**config.mk**
```make
export PLATFORM = sky130hd
export DESIGN_NAME = hazard_pipe_ctrl
export DESIGN_NICKNAME = d
export VERILOG_FILES = /design/src/rtl/hazard_pipe_ctrl_pkg.sv /design/src/rtl/hazard_pipe_ctrl_stage_reg.sv /design/src/rtl/hazard_pipe_ctrl.sv
export SDC_FILE = /design/constraint.sdc
export NUM_CORES = 1
export LEC_CHECK = 0
export CORE_ASPECT_RATIO = 1.1
export CORE_MARGIN = 4
export CORE_UTILIZATION = 45
export DETAILED_ROUTE_END_ITERATION = 10
export GPL_TIMING_DRIVEN = 0
export HOLD_SLACK_MARGIN = 0.12
export PLACE_DENSITY = 0.88
export SYNTH_ARGS = -nofsm -noshare
export SYNTH_HDL_FRONTEND = slang
export SYNTH_SLANG_ARGS = --single-unit
```
**constraint.sdc**
```tcl
create_clock -name i_clk -period 5.41 [get_ports i_clk]
set_input_delay 1.082 -clock i_clk [delete_from_list [all_inputs] [get_ports i_clk]]
set_output_delay 1.082 -clock i_clk [all_outputs]
set_load 0.1 [all_outputs]
```
**src/rtl/hazard_pipe_ctrl_pkg.sv**
```systemverilog
// Shared types and constants for the load-use hazard detector and its
// ID->EX->MEM->WB control-metadata pipeline.
package hazard_pkg;

  localparam logic [6:0] LOAD   = 7'b0000011;
  localparam logic [6:0] STORE  = 7'b0100011;
  localparam logic [6:0] OP     = 7'b0110011;
  localparam logic [6:0] OP_IMM = 7'b0010011;
  localparam logic [6:0] BRANCH = 7'b1100011;
  localparam logic [6:0] LUI    = 7'b0110111;
  localparam logic [6:0] AUIPC  = 7'b0010111;
  localparam logic [6:0] JAL    = 7'b1101111;
  localparam logic [6:0] JALR   = 7'b1100111;

  localparam logic [31:0] NOP_INST_DEF = 32'h0000_0013;

  // Stall down-counter width; STALL_CYCLES is limited to 1..3.
  localparam int CNT_W = 2;

  typedef enum logic {IDLE, STALL} state_e;

  typedef struct packed {
    logic [31:0] inst;
    logic [4:0]  rs1;
    logic [4:0]  rs2;
    logic [4:0]  rd;
    logic        wren;
  } stage_meta_t;

  function automatic stage_meta_t nop_meta(input logic [31:0] nop);
    stage_meta_t m;
    m      = '0;
    m.inst = nop;
    return m;
  endfunction

  function automatic logic uses_rs1(input logic [6:0] opc);
    logic u;
    case (opc)
      LUI, AUIPC, JAL:                          u = 1'b0;
      LOAD, STORE, OP, OP_IMM, BRANCH, JALR:    u = 1'b1;
      default:                                  u = 1'b1;
    endcase
    return u;
  endfunction

  function automatic logic uses_rs2(input logic [6:0] opc);
    return (opc == OP) || (opc == STORE) || (opc == BRANCH);
  endfunction

endpackage

```
**src/rtl/hazard_pipe_ctrl_stage_reg.sv**
```systemverilog
// One pipeline stage of control metadata; a flush or reset loads a NOP
// bubble (NOP_INST, wren=0, all addresses 0).
module hazard_stage_reg
  import hazard_pkg::*;
#(
  parameter logic [31:0] NOP_INST = NOP_INST_DEF
) (
  input  logic        i_clk,
  input  logic        i_reset,
  input  logic        i_flush,
  input  stage_meta_t i_meta,
  output stage_meta_t o_meta
);

  stage_meta_t meta_q;
  stage_meta_t meta_d;

  always_comb begin
    meta_d = i_meta;
    if (i_flush) meta_d = nop_meta(NOP_INST);
  end

  always_ff @(posedge i_clk or negedge i_reset) begin
    if (!i_reset) meta_q <= nop_meta(NOP_INST);
    else          meta_q <= meta_d;
  end

  assign o_meta = meta_q;

endmodule

```
**src/rtl/hazard_pipe_ctrl.sv**
```systemverilog
// Load-use hazard detection, stall/flush control and EX/MEM/WB metadata pipe.
// Optional HAZARD_PERF_CNT_EN adds saturating bubble/redirect counters.
module hazard_pipe_ctrl
  import hazard_pkg::*;
#(
  parameter int          STALL_CYCLES = 1,
  parameter logic [31:0] NOP_INST     = NOP_INST_DEF
) (
  input  logic        i_clk,
  input  logic        i_reset,
  input  logic [31:0] i_ID_inst,
  input  logic        i_ID_rd_wren,
  input  logic        i_EX_redirect,
  output logic        o_pc_stall,
  output logic        o_IF_ID_stall,
  output logic        o_IF_ID_flush,
  output logic        o_ID_EX_flush,
  output logic [31:0] o_EX_inst,
  output logic [4:0]  o_EX_rs1_addr,
  output logic [4:0]  o_EX_rs2_addr,
  output logic [31:0] o_MEM_inst,
  output logic [4:0]  o_MEM_rs2_addr,
  output logic        o_MEM_rd_wren,
  output logic [4:0]  o_MEM_rd_addr,
  output logic [31:0] o_WB_inst,
  output logic        o_WB_rd_wren,
  output logic [4:0]  o_WB_rd_addr
`ifdef HAZARD_PERF_CNT_EN
  ,
  output logic [31:0] o_stall_cnt,
  output logic [31:0] o_flush_cnt
`endif
);

  state_e            state_q, state_d;
  logic [CNT_W-1:0]  cnt_q, cnt_d;
  logic              stall;
  logic              if_id_flush;
  logic              id_ex_flush;
  logic              hazard;
  logic [6:0]        id_opc;
  logic              match_rs1;
  logic              match_rs2;
  logic              ex_is_load;
  stage_meta_t       id_meta, ex_q, mem_q, wb_q;
  logic              unused_wb;

  assign id_opc       = i_ID_inst[6:0];
  assign id_meta.inst = i_ID_inst;
  assign id_meta.rs1  = i_ID_inst[19:15];
  assign id_meta.rs2  = i_ID_inst[24:20];
  assign id_meta.rd   = i_ID_inst[11:7];
  assign id_meta.wren = i_ID_rd_wren;

  // A store whose only dependency is its data operand is not stalled:
  // that value is forwarded into MEM from WB further down the pipe.
  assign ex_is_load = (ex_q.inst[6:0] == LOAD) && (ex_q.rd != 5'd0) && ex_q.wren;
  assign match_rs1  = uses_rs1(id_opc) && (id_meta.rs1 == ex_q.rd);
  assign match_rs2  = uses_rs2(id_opc) && (id_meta.rs2 == ex_q.rd);
  assign hazard     = ex_is_load && (match_rs1 || (match_rs2 && (id_opc != STORE)));

  always_comb begin
    state_d     = state_q;
    cnt_d       = cnt_q;
    stall       = 1'b0;
    if_id_flush = 1'b0;
    id_ex_flush = 1'b0;
    if (i_EX_redirect) begin
      if_id_flush = 1'b1;
      id_ex_flush = 1'b1;
      state_d     = IDLE;
      cnt_d       = '0;
    end else begin
      case (state_q)
        IDLE: begin
          if (hazard) begin
            stall       = 1'b1;
            id_ex_flush = 1'b1;
            if (STALL_CYCLES > 1) begin
              state_d = STALL;
              cnt_d   = CNT_W'(STALL_CYCLES - 1);
            end
          end
        end
        STALL: begin
          stall       = 1'b1;
          id_ex_flush = 1'b1;
          cnt_d       = cnt_q - CNT_W'(1);
          if (cnt_q == CNT_W'(1)) state_d = IDLE;
        end
        default: state_d = IDLE;
      endcase
    end
  end

  always_ff @(posedge i_clk or negedge i_reset) begin
    if (!i_reset) begin
      state_q <= IDLE;
      cnt_q   <= '0;
    end else begin
      state_q <= state_d;
      cnt_q   <= cnt_d;
    end
  end

  hazard_stage_reg #(.NOP_INST(NOP_INST)) u_ex (
    .i_clk(i_clk), .i_reset(i_reset), .i_flush(id_ex_flush), .i_meta(id_meta), .o_meta(ex_q)
  );
  hazard_stage_reg #(.NOP_INST(NOP_INST)) u_mem (
    .i_clk(i_clk), .i_reset(i_reset), .i_flush(1'b0), .i_meta(ex_q), .o_meta(mem_q)
  );
  hazard_stage_reg #(.NOP_INST(NOP_INST)) u_wb (
    .i_clk(i_clk), .i_reset(i_reset), .i_flush(1'b0), .i_meta(mem_q), .o_meta(wb_q)
  );

  assign unused_wb = ^{wb_q.rs1, wb_q.rs2};

  assign o_pc_stall     = stall;
  assign o_IF_ID_stall  = stall;
  assign o_IF_ID_flush  = if_id_flush;
  assign o_ID_EX_flush  = id_ex_flush;
  assign o_EX_inst      = ex_q.inst;
  assign o_EX_rs1_addr  = ex_q.rs1;
  assign o_EX_rs2_addr  = ex_q.rs2;
  assign o_MEM_inst     = mem_q.inst;
  assign o_MEM_rs2_addr = mem_q.rs2;
  assign o_MEM_rd_wren  = mem_q.wren;
  assign o_MEM_rd_addr  = mem_q.rd;
  assign o_WB_inst      = wb_q.inst;
  assign o_WB_rd_wren   = wb_q.wren;
  assign o_WB_rd_addr   = wb_q.rd;

`ifdef HAZARD_PERF_CNT_EN
  logic [31:0] stall_cnt_q, flush_cnt_q;

  function automatic logic [31:0] sat_inc(input logic [31:0] v);
    return (v == 32'hFFFF_FFFF) ? v : v + 32'd1;
  endfunction

  always_ff @(posedge i_clk or negedge i_reset) begin
    if (!i_reset) begin
      stall_cnt_q <= '0;
      flush_cnt_q <= '0;
    end else begin
      if (stall)         stall_cnt_q <= sat_inc(stall_cnt_q);
      if (i_EX_redirect) flush_cnt_q <= sat_inc(flush_cnt_q);
    end
  end

  assign o_stall_cnt = stall_cnt_q;
  assign o_flush_cnt = flush_cnt_q;
`endif

endmodule

```
==> results.tsv, run 1 <==
metric	value	unit
status	complete, no violations	
worst vdd ir	0.0001982	V
WL final	8734	microns
#FFs+latches synth	102	
Switching Share	37.58	%
clock tree buffer depth	2	
final net count	460	
initial core utilization	46.35	%
Post-CTS Hold Fix Bufs	0	
DRC	0	
Comb pwr share	29.9	%
initial antenna violation count	0	
part of the cycle the worst path needs	93.05	%
average wire per standard cell	16.29	microns
Crit path required time	4.33	ns
Critical Path Start Type	primary input	
Sw Pwr	0.7077	mW
area growth from synthesis to layout	54.52	%
Root Buffer	clkbuf_8	
Max Cap Viol	0	
Relative slew margins	32.32	%
clock slew at reported path FFs	0.10	ns
Cell Int Power	1.175	mW
Worst Tran Pin Value	1.012	ns
final setup fails	0	
CP Max Fanout	4	
number of enable flip-flop cells after synthesis	0	
skew final	0.01285	ns
die height	102.7	microns
I/O pins	163	
Final Cell Area	5667	sq um
# H-tree levels	3	
setup slack, reg-to-reg	3.35	ns
WS Path Type	primary input to primary output	
Avg Vias per Cell	4.588	
Detail Placement HPWL	6954	microns
worst hold margin	0.3699	ns
Reg power frac	43.8	%
top-area cell type share of the netlist area	63.46	%
Final Hold Vio Count	0	
Synth async-reset ratio	100.0	%
register area	2564	sq um
most common cell after layout, fill and taps aside	clkdlybuf4s50_1	
Clock Latency Late Sink	0.35	ns
dominant cells by area after synthesis	dfrtp_1 (63%), buf_4 (12%), and4_1 (6.9%), dfstp_2 (6.4%), xor2_1 (2.4%)	
Syn Area/Cell	14.73	sq um
placed cell areas	5454	sq um
routability cong.	0.7493	
die area	9660	sq um
CTS buffer count	9	
vias	2459	
setup_tns	0	ns
1st-pass router iterations	4	
Setup Buffers After CTS	0	
core region area	7913	sq um
mapped cell area	3667	sq um
largest net degree at the start of global routing	57	
Crit path arrival time	3.95	ns
Post-Syn Instances	249	
Antenna Cells	0	
Slew Viols, Final	0	
Starting DRT DRC Count	107	
post-synth net total	286	
vias in the first global route	2575	
RSZ-0062 raised after global routing	false	
Global Route Usage Sum	18.47	%
Synth cell types	30	
share of cells above drive strength 1	21.96	%
Tmin final	5.034	ns
Synth area leader	dfrtp_1	
Num Clock Sinks	102	
Final ANT Viol Nets	0	
commonest non-fill, non-tap cells in the layout	clkdlybuf4s50_1 (161), dfrtp_1 (93), buf_4 (60)	
global route overflow	0	
Worst Setup End Kind	primary output	
post-synthesis sequential area ratio	69.91	%
Syn. warnings	0	
Fmax	198.7	MHz
first-pass GRT wire length	13340	microns
fill cell count	573	
ys flop type	dfrtp_1	
CTS tree	built	
DIE WIDTH	94.08	microns
Port Buffers	162	
Multi-input gate area	606.8	sq um
HP Class	flip-flop to flip-flop	
clock share of power	26.3	%
row count	34	
P_leak	2.563	nW
Post-CTS Resized	0	
pwr dens	332.3	nW/um^2
logic make-up (layout without fill, tap and decap cells):
group                    Yosys count  count (layout)  share of synthesized area [%]
AND/OR/NAND/NOR                   59              59                          11.91
buffers and inverters             70             249                          13.68
multiplexers                       1               1                         0.2730
flip-flops                       102             102                          69.91
XOR/XNOR                          11              11                          2.627
AO/OA/AOI/OAI                      5               5                          1.263
adder cells (fa/ha/maj)            1               1                         0.3411
Yosys cell counts, types with 2 or more instances:
| cell | instances |
|---|---|
| clkbuf_1 | 6 |
| buf_6 | 2 |
| buf_4 | 59 |
| nand2_1 | 2 |
| nand3_1 | 3 |
| nor3_1 | 4 |
| dfstp_2 | 9 |
| xor2_1 | 10 |
| or4_1 | 3 |
| a21oi_1 | 2 |
| dfrtp_1 | 93 |
| nor2_1 | 6 |
| nand4b_1 | 2 |
| nor3b_1 | 3 |
| buf_2 | 2 |
| and4_1 | 29 |
metrics by stage:
step	utilization (%)	std cells	worst slack (ns)	power, mW
5_1_grt	71.62	536	0.2915	1.949
3_3_place_gp	68.61	519	-0.2633	1.396
4_1_cts	71.62	536	0.3540	1.902
6_report	71.62	536	0.3762	1.883
3_5_place_dp	68.93	520	0.3858	1.406
2_1_floorplan	-	249	0.7280	1.249
power by group through the flow:
| stage | clock network (mW) | registers (mW) | logic (mW) |
|---|---|---|---|
| after global routing | 0.541 | 0.831 | 0.577 |
| after global placement | 0 | 0.839 | 0.557 |
| after CTS | 0.511 | 0.826 | 0.566 |
| final | 0.496 | 0.825 | 0.562 |
| after detailed placement | 0 | 0.841 | 0.565 |
| after floorplan | 0 | 1.02 | 0.226 |
final cells by class:
type / count / area share, %
multi-input cells: 77 / 10.71
plain buffers: 69 / 8.788
well taps: 108 / 2.385
flip-flops and latches: 102 / 45.24
clock inverters: 6 / 1.325
inverters: 1 / 0.06624
clock buffers: 10 / 2.429
repair buffers: 163 / 29.06
per-layer routing:
metal	share of wire (%)	track usage (%)	up-vias	wire [microns]
met5	0	0	-	0
met4	1.1	5.222	0	100
met3	7.9	6.423	6	688
met2	55	34.57	100	4825
met1	36	19.68	1211	3119
li1	-	-	1142	-
critical path: stages:
cell,delay (ns)
clkdlybuf4s50_1,0.47
nand4b_1,0.21
nor4b_1,0.46
a21oi_1,0.14
a211oi_2,0.31
buf_4,0.15
clkdlybuf4s50_1,1.13
flip-flops by register name, summed over array words and instances (netlist names):
name	count
u_mem.o_meta	33
u_ex.o_meta	33
cnt_q	2
u_wb.o_meta	33
state_q	1
path summary, 6_finish.rpt:
| check | startpoint | endpoint | depth (start not counted) |
|---|---|---|---|
| min | u_mem.o_meta[16] | u_wb.o_meta[16] | 0 |
| max reg2reg | u_ex.o_meta[21] | u_ex.o_meta[29] | 6 |
| max | i_ID_inst[3] | o_pc_stall | 7 |
| min in group asynchronous | i_reset | u_wb.o_meta[32] | 1 |
| min reg2reg | u_mem.o_meta[16] | u_wb.o_meta[16] | 0 |
| max in group asynchronous | i_reset | u_ex.o_meta[20] | 2 |
(Power assumes the default switching activity.)
==> run 2: changes to the inputs <==
Settings changed: ABC_AREA set to 0, MAX_ROUTING_LAYER set to met4.
==> results.tsv, run 2 (synthesized netlist as in run 1, its figures left out) <==
metric	value	unit	change
vias	2458		-0.041%
Tmin final	5.047	ns	+0.01343 ns
Starting DRT DRC Count	108		+0.93%
setup slack, reg-to-reg	3.36	ns	about the same
I/O pins	163		unchanged
average wire per standard cell	16.26	microns	-0.22%
Final ANT Viol Nets	0		unchanged
final net count	460		unchanged
CTS tree	built		
routability cong.	0.7589		+1.3%
clock slew at reported path FFs	0.10	ns	about the same
WS Path Type	primary input to primary output		
pwr dens	332.2	nW/um^2	about the same
status	complete, no violations		
area growth from synthesis to layout	54.52	%	unchanged
row count	34		unchanged
setup_tns	0	ns	unchanged
worst vdd ir	0.0001983	V	about the same
DP Worst Slack	0.3858	ns	unchanged
Post-CTS Hold Fix Bufs	0		unchanged
largest net degree at the start of global routing	57		unchanged
Root Buffer	clkbuf_8		
FF-to-FF Start	u_ex.o_meta[21]		
die area	9660	sq um	unchanged
Port Buffers	162		unchanged
Slew Viols, Final	0		unchanged
total chip power	1.883	mW	about the same
first-pass GRT wire length	13350	microns	about the same
Crit path arrival time	3.97	ns	+0.02 ns
Final Hold Vio Count	0		unchanged
clock tree buffer depth	2		unchanged
HP Start	u_mem.o_meta[16]		
global route overflow	0		unchanged
HP Class	flip-flop to flip-flop		
DRC	0		unchanged
hold path depth	0		unchanged
Critical Path Start Type	primary input		
Setup Buffers After CTS	0		unchanged
most common cell after layout, fill and taps aside	clkdlybuf4s50_1		
# H-tree levels	3		unchanged
WL final	8715	microns	-0.22%
final setup margin	0.3628	ns	-0.01343 ns
initial antenna violation count	0		unchanged
worst r2r dst	u_ex.o_meta[41]		
initial core utilization	46.35	%	unchanged
skew final	0.01143	ns	-0.001417 ns
final setup fails	0		unchanged
Detail Placement HPWL	6954	microns	unchanged
Crit path required time	4.33	ns	about the same
RSZ-0062 raised after global routing	false		
Fmax	198.1	MHz	-0.27%
Core Util, Final	71.62	%	unchanged
Antenna Cells	0		unchanged
part of the cycle the worst path needs	93.29	%	+0.25 points
Relative slew margins	32.32	%	unchanged
Avg Vias per Cell	4.586		about the same
Global Route Usage Sum	19.00	%	+0.53 points
Worst Tran Pin Value	1.012	ns	unchanged
CP Max Fanout	4		unchanged
r2r worst-path depth	6		unchanged
share of cells above drive strength 1	21.96	%	unchanged
die height	102.7	microns	unchanged
P_leak	2.563	nW	unchanged
commonest non-fill, non-tap cells in the layout	clkdlybuf4s50_1 (161), dfrtp_1 (93), buf_4 (60)		
CTS buffer count	9		unchanged
Num Clock Sinks	102		unchanged
Clock Latency Late Sink	0.35	ns	about the same
DIE WIDTH	94.08	microns	unchanged
Post-CTS Resized	0		unchanged
Max Cap Viol	0		unchanged
Worst Setup End Kind	primary output		
1st-pass router iterations	4		unchanged
Hold EP	u_wb.o_meta[16]		
vias in the first global route	2576		+0.039%
core region area	7913	sq um	unchanged
-- run 2: layout make-up --
cell class | count | area (sq um)
Buffer | 69 | 498.0
Clock buffer | 10 | 137.6
Clock inverter | 6 | 75.07
Fill cell | 573 | 2246
Inverter | 1 | 3.754
Multi-Input combinational cell | 77 | 606.8
Sequential cell | 102 | 2564
Tap cell | 108 | 135.1
Timing Repair Buffer | 163 | 1647
-- run 2: worst max-delay path, cell delays in order --
cell	delay, ns
clkdlybuf4s50_1	0.47
nand4b_1	0.21
nor4b_1	0.46
a21oi_1	0.14
a211oi_2	0.31
buf_4	0.16
clkdlybuf4s50_1	1.13
-- run 2: how the worst max path moves through the flow --
stage,startpoint,end,slack (ns),cells after the start
floorplan,i_ID_inst[3],o_pc_stall,0.73,5
global placement,i_reset,u_mem.o_meta[47],-0.26,1
detailed placement,i_ID_inst[3],o_pc_stall,0.39,7
CTS,i_ID_inst[3],o_pc_stall,0.35,7
global route,i_ID_inst[3],o_pc_stall,0.29,7
finish,i_ID_inst[3],o_pc_stall,0.36,7
-- run 2: metal layers --
| layer | global-route usage [%] | up-vias | wire length [microns] | share of wire, % |
|---|---|---|---|---|
| li1 | - | 1141 | - | - |
| met1 | 20.36 | 1213 | 3193 | 37 |
| met2 | 34.57 | 96 | 4824 | 55 |
| met3 | 4.964 | 8 | 585 | 6.7 |
| met4 | 5.556 | 0 | 111 | 1.3 |
| met5 | - | - | 0 | 0 |
-- run 2: through the flow --
stage	instance area (sq um)	std cells	hold slack, ns
final	5667	536	0.3701
after global routing	5667	536	0.3750
after CTS	5667	536	0.3704
after detailed placement	5454	520	0.3557
after global placement	5429	519	0.3548
after floorplan	3672	249	0.3536
-- run 2: power breakdown --
group | switching (mW) | internal [mW] | total (mW)
Clock | 0.261 | 0.234 | 0.495
Sequential | 0.0231 | 0.802 | 0.825
Combinational | 0.423 | 0.139 | 0.562
Total | 0.707 | 1.18 | 1.88
